--- config.mk ---
export PLATFORM = sky130hd
export DESIGN_NAME = sram_stream_reader_flat
export DESIGN_NICKNAME = d
export VERILOG_FILES = /design/src/rtl/sram_stream_reader_if.sv /design/src/rtl/sram_stream_reader.sv /design/src/flat_wrapper.sv
export SDC_FILE = /design/constraint.sdc
export NUM_CORES = 1
export LEC_CHECK = 0
export CORE_MARGIN = 8
export CORE_UTILIZATION = 40
export CTS_CLUSTER_DIAMETER = 40
export DETAILED_ROUTE_END_ITERATION = 6
export GPL_ROUTABILITY_DRIVEN = 0
export PLACE_DENSITY = 0.6
export SLEW_MARGIN = 0
export SYNTH_ARGS = -nofsm -noshare
export SYNTH_HDL_FRONTEND = slang
export SYNTH_SLANG_ARGS = --single-unit
--- constraint.sdc ---
create_clock -name clk -period 3.4 [get_ports clk]
set_clock_uncertainty 0.2 [all_clocks]
set_input_delay 0.34 -clock clk [delete_from_list [all_inputs] [get_ports clk]]
set_output_delay 0.34 -clock clk [all_outputs]
set_load 0.02 [all_outputs]
--- src/rtl/sram_stream_reader_if.sv ---
// Bundle between the strided SRAM reader and its neighbours: command port,
// SRAM read port, output word stream and status.
interface sram_stream_reader_if #(
    parameter int ADDR_W = 10,
    parameter int DATA_W = 32,
    parameter int LEN_W  = 11
);
    logic              cmd_valid;
    logic              cmd_ready;
    logic [ADDR_W-1:0] cmd_base;
    logic [LEN_W-1:0]  cmd_len;
    logic [ADDR_W-1:0] cmd_stride;

    logic              mem_en;
    logic              mem_re;
    logic [ADDR_W-1:0] mem_addr;
    logic [DATA_W-1:0] mem_rdata;
    logic              mem_rvalid;

    logic              out_valid;
    logic              out_ready;
    logic [DATA_W-1:0] out_data;
    logic              out_last;

    logic              busy;
    logic              done;
    logic              err_rsp;

    modport master (
        input  cmd_valid, cmd_base, cmd_len, cmd_stride,
        input  mem_rdata, mem_rvalid, out_ready,
        output cmd_ready, mem_en, mem_re, mem_addr,
        output out_valid, out_data, out_last, busy, done, err_rsp
    );

    modport slave (
        output cmd_valid, cmd_base, cmd_len, cmd_stride,
        output mem_rdata, mem_rvalid, out_ready,
        input  cmd_ready, mem_en, mem_re, mem_addr,
        input  out_valid, out_data, out_last, busy, done, err_rsp
    );
endinterface

--- src/rtl/sram_stream_reader.sv ---
// Strided burst reader for the fixed-latency SRAM read port; a credit-limited
// prefetch FIFO absorbs the read latency and feeds a valid/ready word stream.
module sram_stream_reader #(
    parameter int ADDR_W     = 10,
    parameter int DATA_W     = 32,
    parameter int LEN_W      = 11,
    parameter int RD_LAT     = 2,
    parameter int FIFO_DEPTH = 4
) (
    input logic clk,
    input logic rst,
    sram_stream_reader_if.master bus
);
    localparam int CNT_W = $clog2(FIFO_DEPTH + 1);
    localparam int PTR_W = $clog2(FIFO_DEPTH);

    if (FIFO_DEPTH < RD_LAT + 1) begin : g_depth_check
        $error("FIFO_DEPTH must be at least RD_LAT+1 to sustain one word per cycle");
    end

    typedef enum logic [1:0] {IDLE, ISSUE, DRAIN} state_t;

    state_t            state, state_nxt;
    logic [ADDR_W-1:0] cur_addr, stride_q;
    logic [LEN_W-1:0]  len_q, issue_cnt, pop_cnt;
    logic [CNT_W-1:0]  outstanding, fifo_count;
    logic [CNT_W:0]    in_use;
    logic [PTR_W-1:0]  wr_ptr, rd_ptr;
    logic [DATA_W-1:0] fifo_mem [FIFO_DEPTH];
    logic              done_q, err_q;
    logic              issue, cmd_ready, fifo_empty, rsp_ok, rsp_bad;
    logic              pop, fifo_wr, fifo_rd, last_word, final_hs;

    // Credits come from registered counters only, so a same-cycle pop never
    // lets an extra read slip in.
    assign in_use     = {1'b0, outstanding} + {1'b0, fifo_count};
    assign fifo_empty = (fifo_count == '0);
    assign rsp_ok     = bus.mem_rvalid && (outstanding != '0);
    assign rsp_bad    = bus.mem_rvalid && (outstanding == '0);

    // Empty FIFO forwards the arriving response straight to the stream.
    assign bus.out_valid = !fifo_empty || rsp_ok;
    assign bus.out_data  = !fifo_empty ? fifo_mem[rd_ptr] : (rsp_ok ? bus.mem_rdata : '0);
    assign pop           = bus.out_valid && bus.out_ready;
    assign fifo_rd       = pop && !fifo_empty;
    assign fifo_wr       = rsp_ok && !(pop && fifo_empty);
    assign last_word     = (pop_cnt == len_q - LEN_W'(1));
    assign final_hs      = pop && last_word;
    assign bus.out_last  = bus.out_valid && last_word;

    assign bus.cmd_ready = cmd_ready;
    assign bus.mem_en    = issue;
    assign bus.mem_re    = issue;
    assign bus.mem_addr  = issue ? cur_addr : '0;
    assign bus.busy      = (state != IDLE);
    assign bus.done      = done_q;
    assign bus.err_rsp   = err_q;

    // NOTE: every output of this block gets a default first so no path leaves
    // a signal unassigned, which would otherwise infer a latch.
    always_comb begin
        state_nxt = state;
        cmd_ready = 1'b0;
        issue     = 1'b0;
        case (state)
            IDLE: begin
                cmd_ready = !rst;
                if (bus.cmd_valid && bus.cmd_len != '0) state_nxt = ISSUE;
            end
            ISSUE: begin
                issue = (in_use < (CNT_W+1)'(FIFO_DEPTH));
                if (issue && issue_cnt == len_q - LEN_W'(1)) state_nxt = DRAIN;
            end
            DRAIN: begin
                if (final_hs) state_nxt = IDLE;
            end
            default: state_nxt = IDLE;
        endcase
    end

    // NOTE: sequential state uses non-blocking assignments so every register
    // samples the pre-edge values regardless of statement order.
    always_ff @(posedge clk) begin
        if (rst) state <= IDLE;
        else     state <= state_nxt;
    end

    always_ff @(posedge clk) begin
        if (rst) begin
            cur_addr    <= '0;
            stride_q    <= '0;
            len_q       <= '0;
            issue_cnt   <= '0;
            pop_cnt     <= '0;
            outstanding <= '0;
            fifo_count  <= '0;
            wr_ptr      <= '0;
            rd_ptr      <= '0;
            done_q      <= 1'b0;
            err_q       <= 1'b0;
        end else begin
            done_q <= (state == IDLE && bus.cmd_valid && bus.cmd_len == '0) ||
                      (state == DRAIN && final_hs);
            if (rsp_bad) err_q <= 1'b1;

            if (state == IDLE && bus.cmd_valid) begin
                cur_addr  <= bus.cmd_base;
                stride_q  <= bus.cmd_stride;
                len_q     <= bus.cmd_len;
                issue_cnt <= '0;
                pop_cnt   <= '0;
            end else begin
                if (issue) begin
                    cur_addr  <= cur_addr + stride_q;
                    issue_cnt <= issue_cnt + LEN_W'(1);
                end
                if (pop) pop_cnt <= pop_cnt + LEN_W'(1);
            end

            case ({issue, rsp_ok})
                2'b10:   outstanding <= outstanding + CNT_W'(1);
                2'b01:   outstanding <= outstanding - CNT_W'(1);
                default: ;
            endcase

            case ({fifo_wr, fifo_rd})
                2'b10:   fifo_count <= fifo_count + CNT_W'(1);
                2'b01:   fifo_count <= fifo_count - CNT_W'(1);
                default: ;
            endcase
            if (fifo_wr) wr_ptr <= wr_ptr + PTR_W'(1);
            if (fifo_rd) rd_ptr <= rd_ptr + PTR_W'(1);
        end
    end

    // NOTE: the storage array is not reset; the count and pointers alone
    // define which entries are valid.
    always_ff @(posedge clk) begin
        if (fifo_wr) fifo_mem[wr_ptr] <= bus.mem_rdata;
    end
endmodule

--- src/flat_wrapper.sv ---
// flat-port wrapper written by rule: the top's interface ports become plain ports
module sram_stream_reader_flat 
#(
    parameter int ADDR_W     = 10,
    parameter int DATA_W     = 32,
    parameter int LEN_W      = 11,
    parameter int RD_LAT     = 2,
    parameter int FIFO_DEPTH = 4
)
  (clk, rst, bus_cmd_valid, bus_cmd_base, bus_cmd_len, bus_cmd_stride, bus_mem_rdata, bus_mem_rvalid, bus_out_ready, bus_cmd_ready, bus_mem_en, bus_mem_re, bus_mem_addr, bus_out_valid, bus_out_data, bus_out_last, bus_busy, bus_done, bus_err_rsp);
  sram_stream_reader_if #(.ADDR_W(ADDR_W), .DATA_W(DATA_W), .LEN_W(LEN_W)) bus_i ();
  input logic clk;
  input logic rst;
  input wire logic [$bits(bus_i.cmd_valid)-1:0] bus_cmd_valid;
  input wire logic [$bits(bus_i.cmd_base)-1:0] bus_cmd_base;
  input wire logic [$bits(bus_i.cmd_len)-1:0] bus_cmd_len;
  input wire logic [$bits(bus_i.cmd_stride)-1:0] bus_cmd_stride;
  input wire logic [$bits(bus_i.mem_rdata)-1:0] bus_mem_rdata;
  input wire logic [$bits(bus_i.mem_rvalid)-1:0] bus_mem_rvalid;
  input wire logic [$bits(bus_i.out_ready)-1:0] bus_out_ready;
  output wire logic [$bits(bus_i.cmd_ready)-1:0] bus_cmd_ready;
  output wire logic [$bits(bus_i.mem_en)-1:0] bus_mem_en;
  output wire logic [$bits(bus_i.mem_re)-1:0] bus_mem_re;
  output wire logic [$bits(bus_i.mem_addr)-1:0] bus_mem_addr;
  output wire logic [$bits(bus_i.out_valid)-1:0] bus_out_valid;
  output wire logic [$bits(bus_i.out_data)-1:0] bus_out_data;
  output wire logic [$bits(bus_i.out_last)-1:0] bus_out_last;
  output wire logic [$bits(bus_i.busy)-1:0] bus_busy;
  output wire logic [$bits(bus_i.done)-1:0] bus_done;
  output wire logic [$bits(bus_i.err_rsp)-1:0] bus_err_rsp;
  assign bus_i.cmd_valid = bus_cmd_valid;
  assign bus_i.cmd_base = bus_cmd_base;
  assign bus_i.cmd_len = bus_cmd_len;
  assign bus_i.cmd_stride = bus_cmd_stride;
  assign bus_i.mem_rdata = bus_mem_rdata;
  assign bus_i.mem_rvalid = bus_mem_rvalid;
  assign bus_i.out_ready = bus_out_ready;
  assign bus_cmd_ready = bus_i.cmd_ready;
  assign bus_mem_en = bus_i.mem_en;
  assign bus_mem_re = bus_i.mem_re;
  assign bus_mem_addr = bus_i.mem_addr;
  assign bus_out_valid = bus_i.out_valid;
  assign bus_out_data = bus_i.out_data;
  assign bus_out_last = bus_i.out_last;
  assign bus_busy = bus_i.busy;
  assign bus_done = bus_i.done;
  assign bus_err_rsp = bus_i.err_rsp;
  sram_stream_reader #(.ADDR_W(ADDR_W), .DATA_W(DATA_W), .LEN_W(LEN_W), .RD_LAT(RD_LAT), .FIFO_DEPTH(FIFO_DEPTH)) u_core (.clk(clk), .rst(rst), .bus(bus_i));
endmodule
==> metrics, run 1 <==
fill cell count 2,005; remaining antenna violation count 0; wire length of the first global-routing pass 32,700 um; Post-synth EDFFs 128; fraction of layout cells with a size suffix above 1 0.110; Critical Path Source u_core.len_q[0]; H-tree depth 4; Final min period 3230 ps; #FFs+latches synth 197; post-synth cell types 52; die area 27,700 um^2; Remaining Overflow, GRT 0; Post-synth ARST share 0; Worst-Margin Slew 963 ps; Iter 0 DRT Violations 318; final WL 19,900 um; Area Overhead vs Synth 24.8%; DRC 0; peak supply drop 0.397 mV; max cap viols 0; Die W 166 um; Final HPWL DP 13,800 um; PD cells 634 nW/um^2; status complete, no violations; Slew headroom 0.358; clk_lat worst skew 440 ps; Finish-stage setup viols 0; main flop type after synthesis edfxtp_1; Min-Delay Path Class input port to flop; # port buffers 117; Highest Clock Rate 309 MHz; fin cells 1,174; vias per std cell 5.08; Critical Setup Path Class flop to output pin; FP Rows 55; CTS clk-pin slew, worst paths 80 ps; CTS Hold Bufs 0; Antenna diodes 0; max-slew violation count 0; CTS Root Cell clkbuf_16; Worst EP arrival 2690 ps; CTS tree yes; pin count of the biggest net entering global routing 49; core area 22,400 um^2; CTS Buf Count 17; routed len/inst 16.9 um; area share of the largest cell type after synthesis 0.425; Gate Count Post-Synth 756; Mapped Nets 847; Synth Cell Area 9040 um^2; die height 166 um; Critical Path Start Type flop; Tcrit/Tclk final 0.951; Starting Density 0.403; IO Pins 118; cell taking the most area after synthesis edfxtp_1; Post-Place Cells 1,142; RSZ-0062 raised after global routing false; warnings from Yosys 0; setup bufs post-CTS 0; Fin. Hold Viols 0; Final nets 967; vias post-DR 5,964; Max Root-Sink Buffers 2; global-route usage over all layers 0.148; kind of end point of the critical path output pin; largest fanout on the critical path 6; worst path required time 2860 ps; Post-Syn Area per Cell 12.0 um^2; Fin Setup TNS 0 ps; top post-synthesis cells by area edfxtp_1 43%, dfxtp_1 15%, mux4_2 8.0%; reg2reg start u_core.outstanding[2]; TritonRoute pass-1 iters 7; clk sinks 197; Lkg Pwr 3.89 nW; sequential-to-total area share from yosys stat 0.578; vias in the first global route 6,075; HP Start bus_cmd_stride[9]; initial antenna violation count 0
layer usage:
| layer | GRT usage | vias to the layer above | wire length [um] | part of all wire |
|---|---|---|---|---|
| met4 | 0.0400 | 0 | 177 | 0.0089 |
| met2 | 0.230 | 147 | 8920 | 0.45 |
| met3 | 0.0475 | 12 | 1270 | 0.064 |
| met1 | 0.196 | 2839 | 9520 | 0.48 |
| met5 | 0 | - | 0 | 0 |
| li1 | - | 2966 | - | - |
area by class of cell:
type,instances,area [um^2],area share
multi-input cells,494,3570,0.317
clock buffers,17,425,0.0377
inverters,27,101,0.00898
well taps,285,357,0.0316
flip-flops and latches,197,5230,0.463
clock inverters,15,221,0.0196
repair buffers,139,1380,0.122
power breakdown:
part           internal [mW]  switching (mW)  total (mW)
Clock                   1.04            1.07        2.11
Combinational           1.02            1.15        2.17
Sequential              2.73           0.137        2.86
Total                   4.79            2.36        7.15
registers in the layout, summed over array words and instances (netlist names), named ones only:
register / cells
u_core.cur_addr: 10
u_core.pop_cnt: 11
u_core.issue_cnt: 11
u_core.bus.done: 1
u_core.rd_ptr: 2
u_core.len_q: 11
u_core.state: 2
u_core.fifo_count: 3
u_core.outstanding: 3
u_core.stride_q: 10
u_core.wr_ptr: 2
u_core.fifo_mem: 128
u_core.bus.err_rsp: 1
final timing paths:
check                                            end  slack (ps)  cells after the start
worst max register to register  u_core.fifo_count[2]         400                     10
worst max-delay path                    bus_out_last         170                      8
worst min-delay path              u_core.stride_q[9]         250                      3
worst min register to register    u_core.stride_q[6]         260                      2
cells in the mapped netlist, types with 15 or more instances:
master    number
nand2_1      131
edfxtp_1     128
dfxtp_1       69
nor2_1        53
a21oi_1       50
o21ai_0       45
mux4_2        32
clkbuf_1      26
inv_1         26
ha_1          20
xnor2_1       19
xor2_1        18
nor3_1        17
and2_1        15
repair_timing:
item,in CTS,in global routing
gates resized for setup,1,1
pin swaps,0,1
setup endpoints to repair,1,2
hold endpoints to repair,0,0
layout by cell type, fill, tap and decap left out, drive strengths merged, types with 2 or more instances in the layout:
| cell | synthesis | layout |
|---|---|---|
| a2111oi | 2 | 2 |
| a21oi | 50 | 50 |
| a22oi | 4 | 4 |
| a31oi | 2 | 2 |
| and2 | 15 | 15 |
| and3 | 2 | 2 |
| buf | 12 | 22 |
| clkbuf | 26 | 17 |
| clkdlybuf4s50 | 0 | 116 |
| clkinv | 1 | 6 |
| dfxtp | 69 | 69 |
| edfxtp | 128 | 128 |
| fa | 3 | 3 |
| ha | 20 | 20 |
| inv | 26 | 36 |
| mux2i | 3 | 3 |
| mux4 | 32 | 32 |
| nand2 | 131 | 131 |
| nand2b | 2 | 2 |
| nand3 | 13 | 13 |
| nand4 | 5 | 5 |
| nor2 | 53 | 53 |
| nor2b | 6 | 6 |
| nor3 | 18 | 18 |
| nor4 | 6 | 6 |
| nor4b | 2 | 2 |
| o21a | 2 | 2 |
| o21ai | 45 | 45 |
| or2 | 2 | 2 |
| or3 | 11 | 11 |
| or4 | 2 | 2 |
| xnor2 | 19 | 19 |
| xnor3 | 12 | 12 |
| xor2 | 18 | 18 |
worst max-delay path: stages, from the launching register on:
cell           delay (ps)
dfxtp_1               370
inv_1                  80
ha_1                  150
or4b_4                510
nor4_4                190
xnor3_1               180
nand4_1               130
nor4b_1               280
dlygate4sd2_1         370
metrics by stage:
step / utilization / hold WS [ps] / instance area (um^2) / total power, mW / setup slack (ps)
6_report: 0.503 / 249 / 11300 / 7.15 / 168
5_1_grt: 0.503 / 236 / 11300 / 7.55 / 2.21
4_1_cts: 0.503 / 227 / 11300 / 7.25 / 51.1
3_5_place_dp: 0.474 / 256 / 10600 / 5.12 / 303
3_3_place_gp: 0.474 / 252 / 10600 / 5.10 / 319
2_1_floorplan: - / 239 / 9040 / 4.20 / 503
kinds of logic (layout without fill, tap and decap cells):
family,after synthesis,after routing,share of synthesized area
xor+xnor,49,49,0.0657
buf+inv,65,198,0.0286
fa+ha+maj,23,23,0.0343
flops,197,197,0.578
mux,36,36,0.0843
simple gates,273,273,0.140
compound gates,113,113,0.0685
Power figures use the tool's default switching activity.
==> run 2: changes to the inputs <==
CTS_CLUSTER_SIZE = 40   (was unset)
TNS_END_PERCENT = 30   (was unset)
==> results of run 2 <==
Final layout, timing and power as in run 1 (identical DEF).
==> run 3: changes to the inputs <==
GPL_TIMING_DRIVEN = 0   (was unset)
==> run 3 against run 2 <==
- final area is 0.27% lower
- critical path depth is 4 lower
- combinational power barely moved
- critical path type unchanged
- worst setup slack worse by 28 ps
- wire length up 3.1%
- register-to-register slack gained 80 ps
==> metrics, run 3 (same netlist as run 1, synthesis figures left out) <==
status complete, no violations; HP Start bus_cmd_stride[0]; H-tree depth 4 (unchanged); Worst-Margin Slew 888 ps (-75.6 ps); P_int 4.75 mW (-0.89%); Critical Path Start Type flop; Highest Clock Rate 307 MHz (-0.87%); CTS Root Cell clkbuf_16; die height 166 um (unchanged); commonest non-fill, non-tap cell in the layout nand2_1; Starting Density 0.403 (unchanged); max reg flops 128 (unchanged); Post-Place Cells 1,158 (+1.4%); # port buffers 117 (unchanged); CTS tree yes; Area Overhead vs Synth 24.5%; initial antenna violation count 1 (+1); hold slack 262 ps (+12.7 ps); final WL 20,500 um (+3.1%); Top reg by flops u_core.fifo_mem; vias post-DR 6,126 (+2.7%); CTS clk-pin slew, worst paths 80 ps (about the same); Tcrit/Tclk final 0.959 (+0.00830); WHS Endpoint u_core.stride_q[0]; Die W 166 um (unchanged); core area 22,400 um^2 (unchanged); Worst EP arrival 2720 ps (+30 ps); clk_lat worst skew 430 ps (about the same); vias per std cell 5.15 (+1.3%); FP Rows 55 (unchanged); power share of the clock group 0.293 (-0.003); Slew headroom 0.408 (+0.0504); Placed Area 10,600 um^2 (-0.57%); Max Root-Sink Buffers 2 (unchanged); pin count of the biggest net entering global routing 33 (-33%); max cap viols 0 (unchanged); wire length of the first global-routing pass 33,100 um (+1.2%); Lkg Pwr 3.85 nW (-1.2%); peak supply drop 0.367 mV (-7.5%); largest fanout on the critical path 10 (+4); Min-Delay Path Class input port to flop; switching power 2.37 mW (+0.27%); worst path required time 2860 ps (about the same); remaining antenna violation count 0 (unchanged); Finish-stage setup viols 0 (unchanged); clk sinks 197 (unchanged); Fin. Hold Viols 0 (unchanged); vias in the first global route 6,179 (+1.7%); sequential share of power 0.398 (-0.003); die area 27,700 um^2 (unchanged); r2r endpoint u_core.bus.done; IO Pins 118 (unchanged); global-route usage over all layers 0.149 (+0.00162); fin area 11,300 um^2 (-0.27%); part of the power in combinational logic 0.309 (+0.005); DRC 0 (unchanged); Final nets 983 (+1.7%); sw frac 0.333 (+0.00256); most frequent cells in the layout 131 x nand2_1, 128 x edfxtp_1, 116 x clkdlybuf4s50_1; Critical Setup Path Class flop to output pin; fraction of layout cells with a size suffix above 1 0.104 (-0.00637); Overall Power 7.11 mW (-0.51%); Hold Path Depth 3 (unchanged); worst reg-to-reg setup slack 480 ps (+80 ps); Final min period 3260 ps (+28.2 ps); RSZ-0062 raised after global routing true; fin util 0.502 (-0.00134); reg2reg start u_core.len_q[0]; TritonRoute pass-1 iters 5 (-2); fin cells 1,190 (+1.4%); R2R cell count 9 (-1); CTS Hold Bufs 0 (unchanged); CTS Buf Count 17 (unchanged); kind of end point of the critical path output pin; Antenna diodes 0 (unchanged); Iter 0 DRT Violations 330 (+3.8%); Remaining Overflow, GRT 0 (unchanged); routed len/inst 17.2 um (+1.7%); max-slew violation count 0 (unchanged); Final HPWL DP 14,400 um (+4.7%); PD cells 632 nW/um^2 (-0.24%)
-- run 3: worst max-delay path by stage --
stage | to | start | slack [ps]
after global placement | u_core.fifo_mem[1][29] | bus_mem_rvalid | -300
after CTS | bus_mem_addr[2] | u_core.outstanding[1] | 30
final | bus_out_data[21] | u_core.outstanding[0] | 140
after floorplan | bus_out_last | u_core.len_q[0] | 500
after global routing | bus_out_data[12] | u_core.fifo_count[0] | -20
after detailed placement | bus_out_last | u_core.len_q[0] | 10
-- run 3: stage by stage --
stage	setup slack [ps]	TNS, ps
4_1_cts	27.0	0
2_1_floorplan	503	0
3_5_place_dp	9.55	0
6_report	139	0
5_1_grt	-16.1	-26.0
3_3_place_gp	-297	-37310
-- run 3: cell type report --
class                   count  area [um^2]
flip-flops and latches    197         5230
inverters                  27          103
fillers                  2031        11200
multi-input cells         494         3590
well taps                 285          357
plain buffers              37          166
repair buffers            118         1170
clock inverters            15          211
clock buffers              17          425
-- run 3: repair_timing --
action	4_1_cts	5_1_grt
gates cloned	0	0
buffers inserted	0	1
resized for setup	23	8
pin swaps	0	1
endpoints found under the setup margin	42	27
-- run 3: critical path, cell delays in order (launching register included) --
cell and delay, ps:
dfxtp_1 360, o31ai_2 650, clkbuf_1 460, o21ai_0 240
clkdlybuf4s50_1 590
-- run 3: routing by layer --
layer	GRT usage	wire, um	share of wire
met2	0.235	9470	0.46
met5	0	13	0.00063
met3	0.0480	1310	0.064
met4	0.0329	108	0.0053
met1	0.198	9610	0.47
-- run 3: power by group through the flow --
stage / combinational (mW) / clock [mW] / sequential [mW]
2_1_floorplan: 1.34 / 0 / 2.86
3_3_place_gp: 2.18 / 0 / 2.88
3_5_place_dp: 2.20 / 0 / 2.88
4_1_cts: 2.22 / 2.13 / 2.83
5_1_grt: 2.41 / 2.22 / 2.85
6_report: 2.20 / 2.09 / 2.83
